### config.mk
export PLATFORM = sky130hd
export DESIGN_NAME = redirect_ctrl
export DESIGN_NICKNAME = d
export VERILOG_FILES = /design/src/rtl/redirect_ctrl.sv
export SDC_FILE = /design/constraint.sdc
export NUM_CORES = 1
export LEC_CHECK = 0
export CAP_MARGIN = 25
export CORE_MARGIN = 5
export CORE_UTILIZATION = 42
export DETAILED_ROUTE_END_ITERATION = 10
export PLACE_DENSITY = 0.85
export SLEW_MARGIN = 40
export SYNTH_ARGS = -nofsm -noshare
export SYNTH_HDL_FRONTEND = slang
export SYNTH_SLANG_ARGS = --single-unit
### constraint.sdc
create_clock -name clk -period 2.8 [get_ports clk]
set_input_delay 0.28 -clock clk [delete_from_list [all_inputs] [get_ports clk]]
set_output_delay 0.28 -clock clk [all_outputs]
set_load 0.1 [all_outputs]
### src/rtl/redirect_ctrl.sv
// redirect_ctrl: front-end redirect sequencer. It stalls fetch while a
// pre-decoded branch is outstanding, then hands one registered redirect PC
// to fetch over a valid/ready handshake. Exceptions and ertn override
// branch redirects and pulse a one-cycle pipeline flush.
//
// Ports:
//   clk, rst             clock and asynchronous active-high reset
//   predecode_branch     fetched instruction is a branch
//   bru_valid/_taken     branch resolution strobe and direction
//   bru_target/bru_pc    taken target and PC of the resolved branch
//   exc_valid/exc_target exception or ertn commit and its target PC
//   fetch_ready          fetch accepts redirect_pc
//   redirect_valid/_pc   registered redirect request to fetch
//   fetch_stall          fetch holds its current PC
//   pipe_flush           kill everything younger than writeback
//   perf_*               event counters (only with REDIRECT_PERF_EN)
//
// Build option: define REDIRECT_PERF_EN to add the perf_* counters.

module redirect_ctrl #(
    parameter int              PC_W     = 32,
    parameter logic [PC_W-1:0] RESET_PC = 32'h1c00_0000
) (
    input  logic            clk,
    input  logic            rst,
    input  logic            predecode_branch,
    input  logic            bru_valid,
    input  logic            bru_taken,
    input  logic [PC_W-1:0] bru_target,
    input  logic [PC_W-1:0] bru_pc,
    input  logic            exc_valid,
    input  logic [PC_W-1:0] exc_target,
    input  logic            fetch_ready,
    output logic            redirect_valid,
    output logic [PC_W-1:0] redirect_pc,
    output logic            fetch_stall,
`ifdef REDIRECT_PERF_EN
    output logic [PC_W-1:0] perf_branch,
    output logic [PC_W-1:0] perf_taken,
    output logic [PC_W-1:0] perf_exc,
    output logic [PC_W-1:0] perf_stall,
`endif
    output logic            pipe_flush
);

    typedef enum logic [1:0] {
        RUN     = 2'd0,
        WAIT_BR = 2'd1,
        HOLD    = 2'd2
    } state_t;

    localparam logic [PC_W-1:0] PC_STEP = PC_W'(4);

    state_t          state_q;
    state_t          state_d;
    logic [PC_W-1:0] pc_q;
    logic [PC_W-1:0] pc_d;
    logic            flush_q;
    logic            flush_d;

    always_ff @(posedge clk or posedge rst) begin
        if (rst) begin
            state_q <= RUN;
            pc_q    <= RESET_PC;
            flush_q <= 1'b0;
        end else begin
            state_q <= state_d;
            pc_q    <= pc_d;
            flush_q <= flush_d;
        end
    end

    // An exception overrides whatever the state would otherwise do. In HOLD
    // with fetch_ready the old PC still transfers this cycle, because fetch
    // samples pc_q before the edge that loads exc_target.
    always_comb begin
        state_d = state_q;
        pc_d    = pc_q;
        flush_d = exc_valid;
        if (exc_valid) begin
            state_d = HOLD;
            pc_d    = exc_target;
        end else begin
            unique case (state_q)
                RUN: begin
                    if (predecode_branch)
                        state_d = WAIT_BR;
                end
                WAIT_BR: begin
                    if (bru_valid) begin
                        state_d = HOLD;
                        pc_d    = bru_taken ? bru_target
                                            : bru_pc + PC_STEP;
                    end
                end
                HOLD: begin
                    if (fetch_ready)
                        state_d = RUN;
                end
                default: state_d = RUN;
            endcase
        end
    end

    assign redirect_valid = (state_q == HOLD);
    assign fetch_stall    = (state_q != RUN);
    assign redirect_pc    = pc_q;
    assign pipe_flush     = flush_q;

`ifdef REDIRECT_PERF_EN
    logic            br_hit;
    logic [PC_W-1:0] cnt_branch;
    logic [PC_W-1:0] cnt_taken;
    logic [PC_W-1:0] cnt_exc;
    logic [PC_W-1:0] cnt_stall;

    // A resolution that loses to a same-cycle exception is not counted.
    assign br_hit = (state_q == WAIT_BR) && bru_valid && !exc_valid;

    always_ff @(posedge clk or posedge rst) begin
        if (rst) begin
            cnt_branch <= '0;
            cnt_taken  <= '0;
            cnt_exc    <= '0;
            cnt_stall  <= '0;
        end else begin
            if (br_hit)
                cnt_branch <= cnt_branch + 1'b1;
            if (br_hit && bru_taken)
                cnt_taken <= cnt_taken + 1'b1;
            if (exc_valid)
                cnt_exc <= cnt_exc + 1'b1;
            if (fetch_stall)
                cnt_stall <= cnt_stall + 1'b1;
        end
    end

    assign perf_branch = cnt_branch;
    assign perf_taken  = cnt_taken;
    assign perf_exc    = cnt_exc;
    assign perf_stall  = cnt_stall;
`endif

endmodule

# Word-level counts from Yosys, hierarchy flattened
# Cells that the tools add are included.
[classes]
addsub = 1
mul = 0
div_mod_pow = 0
order_cmp = 0
n_eq_ne = 5
shifts = 0
muxes = 9
bitwise = 0
reduce_logical = 6
[ops]
columns = ["op", "count"]
rows = [
  ["$mux W32", 4],
  ["$add A32 B3 Y32 const B", 1],
  ["$ne A3 B3 Y1 const B", 3],
  ["$mux W2", 4],
  ["$pmux W2 S3", 1],
  ["$reduce_bool A2 Y1", 3],
  ["$reduce_and A3 Y1", 1],
  ["$eq A2 B1 Y1 const B", 1],
  ["$eq A2 B2 Y1 const B", 1],
  ["$logic_not A2 Y1", 1],
  ["$reduce_and A2 Y1", 1],
]
[totals]
reg_bits = 35
latchBits = 0
mem_bits_rw = 0
romBits = 0
in_bits = 103
word_cells = 24
mem_count = 0

# Depth between registers and ports, before layout
[logic_depth]
word_depth = 5
mapped_depth = 7

# Least setup slack after synthesis
# OpenSTA, ideal clock, no wires.
[synth_timing]
path_type = "flip-flop to output port"
from = "register state_q[1]"
to = "output port redirect_valid"
arrival_ps = 1881
required_ps = 2520
slack_ps = 639
path_stages_with_launch = 4
path_cell_list = "dfrtp_1 > clkbuf_1 > inv_1 > nor2_1"
[synth_via]
elab_chain_len = 1
[synth_rtl]
columns = ["element", "line_no", "text"]
rows = [
  ["start, declared", "54", "state_t state_q;"],
  ["start signal, assigned", "67", "state_q <= state_d;"],
  ["$eq A2 B2 Y1", "105", "assign redirect_valid = (state_q == HOLD);"],
  ["end, declared", "34", "output logic redirect_valid,"],
]
# Every way passes these cells.

# Worst setup path after layout
[layout_timing]
from = "input port bru_pc[8]"
to = "register pc_q[31], in the netlist redirect_pc[31]"
[layout_via]
elab_chain_len = 5
[layout_rtl]
columns = ["element", "line_no", "text"]
rows = [
  ["start, declared", "30", "input logic [PC_W-1:0] bru_pc,"],
  ["$add A32 B3 Y32", "93", ": bru_pc + PC_STEP;"],
  ["$mux W32", "92", "pc_d = bru_taken ? bru_target"],
  ["$mux W32", "90", "if (bru_valid) begin"],
  ["$mux W32", "84", "unique case (state_q)"],
  ["$mux W32", "80", "if (exc_valid) begin"],
  ["end signal, assigned", "68", "pc_q <= pc_d;"],
  ["end, declared", "56", "logic [PC_W-1:0] pc_q;"],
]
# Every way passes these cells. The select of a mux whose other input is x is not followed.
# A chain may end at the register's enable or synchronous reset.

==> results.txt <==
Per report_power, the clock group accounts for 20.0% of the total. Based on the critical path, the design can be clocked at up to 0.456 GHz. The share of synthesized flip-flops with an asynchronous set or reset was 100%; the number of diodes was 0.

Yosys printed 0 warnings. The core area was 5540 um2. The setup TNS after final layout came out at 0 ns. The library cell used most frequently in the layout, excluding fill and tap cells, is sky130_fd_sc_hd__clkdlybuf4s50_1.

Clock tree synthesis found a total of 35 sinks. After layout, the minimum clock period comes to 2.19 ns. The critical path starts at bru_pc[8]. Net switching is 43.3% of the power. The internal power component is 1.01 mW. The final route contains 2666 vias. The clock passes through at most 2 buffers. The maximum fanout count along the critical path is 14. The final layout contains routed wiring with a total length of 8450 um.

Cell at the root of the clock tree: sky130_fd_sc_hd__clkbuf_8. The number of hold-slack violations in the final timing report is 0. Synthesis-stage register bit count: 35.

Buffers added to address setup during post-CTS repair amount to 0. The worst path uses 78.3% of the clock period. Number of nets in the layout: 509.

The flow ran to the end, and the final reports show no timing, DRC or antenna violations. The clock reaches the later pin of the worst-skew pair after 0.28 ns. The placer congestion estimate is 0.812, and the area occupied by multi-input gates is 1420 um2. From bottom edge to top edge, the die measures 85.7 um. The quantity of I/O buffers inserted on ports came out at 137. The maximum number of pins on one net before global-route repair was 36; the overflow left after global routing was 0. The data required time of the critical path is 2.98 ns. The tools report the via count of the first global-routing pass as 2734. After detailed routing, the number of remaining DRC violations is 0. In this run the power density over the cells is 458 nW/um2. The number of detailed-routing iterations run before antenna repair is 7. Measured against its own limit, the worst slew margin works out to 50.9%.

The slew of the pin with the lowest slew margin was 0.726 ns; the number of distinct standard cells referenced by the synthesized netlist was 44. In this run, CTS created clock tree buffers numbering 5. The post-synthesis instance area was 2410 um2; the worst endpoint data arrival time was 2.37 ns. In this run the power spent charging and discharging nets is 767 uW. The tools report the global router's overall resource usage as 22.8%.

The largest stage delay on the critical path was 0.70 ns; the number of instances in the synthesized netlist was 267. Clock-pin slew was measured on the worst setup and hold paths at 0.07 ns. For the maximum vdd ir drop, the log shows 277 uV. The worst setup path is captured at a flip-flop. The floorplan has 27 rows.

At the end of the flow the core is filled with cells to 69.9%. The tools report the final worst clock skew as 0.0111 ns. The number of DRC markers in iteration 0 was 300.

In this run the static leakage power is 1.51 nW. The sort of element at the start of the critical path is an input pin. Of the total power, registers draw 33.3%. The initial antenna violation count is 0, and the final setup violation count is 0. The detail route stage leaves a number of antenna-violating nets equal to 0.

The worst-case hold slack is 0.418 ns. The area growth from synthesis to layout is 60.9%. The area of the die is 7340 um2, and the estimated wirelength of the detail-placed design is 6660 um. The first global-routing pass estimated 13500 um of wire. The H-tree was split into 2 levels. In the final routed layout, each cell accounts on average for 17.7 um. Cells with a size suffix above 1 make up 18.5% of the layout.

Setup repair after global routing left no endpoint under its margin. The synthesized area divided by synthesized cell count works out to 9.01 um2. In the layout the commonest cells are sky130_fd_sc_hd__clkdlybuf4s50_1 (102), sky130_fd_sc_hd__buf_4 (46), sky130_fd_sc_hd__dfrtp_1 (32), sky130_fd_sc_hd__nor2_1 (28), sky130_fd_sc_hd__nand2_1 (25). For the share of synthesized area occupied by flip-flops and latches, the log shows 36.6%. Once the floorplan was initialized, standard cells occupied 43.4% of the core. TritonCTS built the clock tree. For the area of all sequential standard cells, the log shows 880 um2.

The number of fill cells in the layout came out at 453. Across the run, the number of max-cap violations was 0. For the number of max-slew violations in the final report, the log shows 0.

In the synthesized netlist the dominant register cell turns out to be sky130_fd_sc_hd__dfrtp_1. The synthesized net count is 371. Gates resized during post-CTS repair numbered 0. The number of synthesized flops with an enable pin was 0.

The reg-to-reg startpoint was state_q[0]. The slowest stage of the critical path belongs to the cell sky130_fd_sc_hd__or4_4. The boundary pin count was 138. The worst setup path is of the in2reg kind. The worst hold path belongs to the class in2async. The tools report the hold buffer count at cts as 0. Number of vias per cell: 5.58.

The horizontal die dimension came out at 85.7 um. The signal on the critical path passes through clkdlybuf4s50_1 > nand4_2 > or4_4 > nor4_4 > xnor2_1 > o41ai_2. The combinational share of power came out at 46.7%.
## Yosys cell counts (all sizes together) (2+ instances only)
| cell | number | share of area [%] |
|---|---|---|
| a211oi | 9 | 3.2 |
| a21oi | 9 | 1.9 |
| a221o | 3 | 1.2 |
| a222oi | 10 | 4.2 |
| a31oi | 2 | 0.52 |
| and3 | 3 | 0.78 |
| buf | 3 | 1.4 |
| clkbuf | 14 | 2.2 |
| dfrtp | 32 | 33 |
| dfstp | 3 | 3.3 |
| inv | 9 | 1.4 |
| mux2i | 5 | 2.1 |
| nand2 | 25 | 3.9 |
| nand3 | 10 | 2.3 |
| nand4 | 4 | 1.3 |
| nor2 | 28 | 4.4 |
| nor3 | 8 | 2.1 |
| nor4 | 10 | 5.8 |
| o211ai | 2 | 0.62 |
| o21ai | 24 | 5.0 |
| o22ai | 11 | 2.9 |
| o41ai | 3 | 2.0 |
| or2 | 2 | 0.52 |
| xnor2 | 21 | 7.6 |
| xor2 | 7 | 2.5 |
## state kept, by name, indices dropped and copies added, names as in the netlist
register     count
pipe_flush       1
redirect_pc     32
state_q          2
## final cells by class
cell class	count	share of cell area, %
Sequential cell	35	22.7
Timing Repair Buffer	148	35.3
Inverter	9	0.873
Multi-Input combinational cell	206	36.7
Clock buffer	8	2.07
Tap cell	72	2.33
## layer usage
layer	part of all wire, %	global-route usage, %	vias up	wire, um
met5	0	0	-	0
met2	47	36.8	140	3960
met4	2.3	6.91	0	195
li1	-	-	1266	-
met3	8.0	4.71	18	674
met1	43	30.8	1242	3620
## power by group through the flow
stage          clock network (mW)  logic [mW]  registers (mW)
4_1_cts                     0.361       0.829           0.590
5_1_grt                     0.377       0.864           0.598
6_report                    0.355       0.827           0.590
3_3_place_gp                    0       0.817           0.597
2_1_floorplan                   0       0.167           0.955
3_5_place_dp                    0       0.828           0.599
## stage by stage
step / area (um2) / setup WS, ns / power, mW / std cells
2_1_floorplan: 2410 / 0.639 / 1.12 / 267
3_3_place_gp: 3780 / 0.396 / 1.41 / 470
3_5_place_dp: 3790 / 0.315 / 1.43 / 470
4_1_cts: 3870 / 0.626 / 1.78 / 478
5_1_grt: 3870 / 0.482 / 1.84 / 478
6_report: 3870 / 0.608 / 1.77 / 478
## critical path: cells and delay by family
| kind | cells | cell delay (ns) |
|---|---|---|
| and+or+nand+nor | 3 | 1.19 |
| buffers and inverters | 1 | 0.57 |
| xor gates and xnor gates | 1 | 0.11 |
| AOI/OAI and AO/OA | 1 | 0.22 |
## final timing paths
path / end / slack (ns) / depth (start not counted)
max in group asynchronous: redirect_pc[27] / 2.03 / 3
min in group clk: redirect_pc[0] / 0.49 / 2
worst max register to register: redirect_pc[7] / 0.92 / 5
worst max-delay path: redirect_pc[31] / 0.61 / 6
worst min register to register: redirect_pc[0] / 0.49 / 2
worst min-delay path: redirect_pc[24] / 0.42 / 3
## cells by family (layout without fill, tap and decap cells)
| family | count (synthesis) | count (layout) | share of synthesized area, % |
|---|---|---|---|
| and+or+nand+nor | 95 | 95 | 22.8 |
| AOI/OAI and AO/OA | 77 | 77 | 22.9 |
| DFF | 35 | 35 | 36.6 |
| xor gates and xnor gates | 28 | 28 | 10.2 |
| buffers and inverters | 26 | 165 | 4.99 |
| muxes | 5 | 5 | 2.08 |
| adders and majority gates | 1 | 1 | 0.520 |
Power figures use the tool's default switching activity.
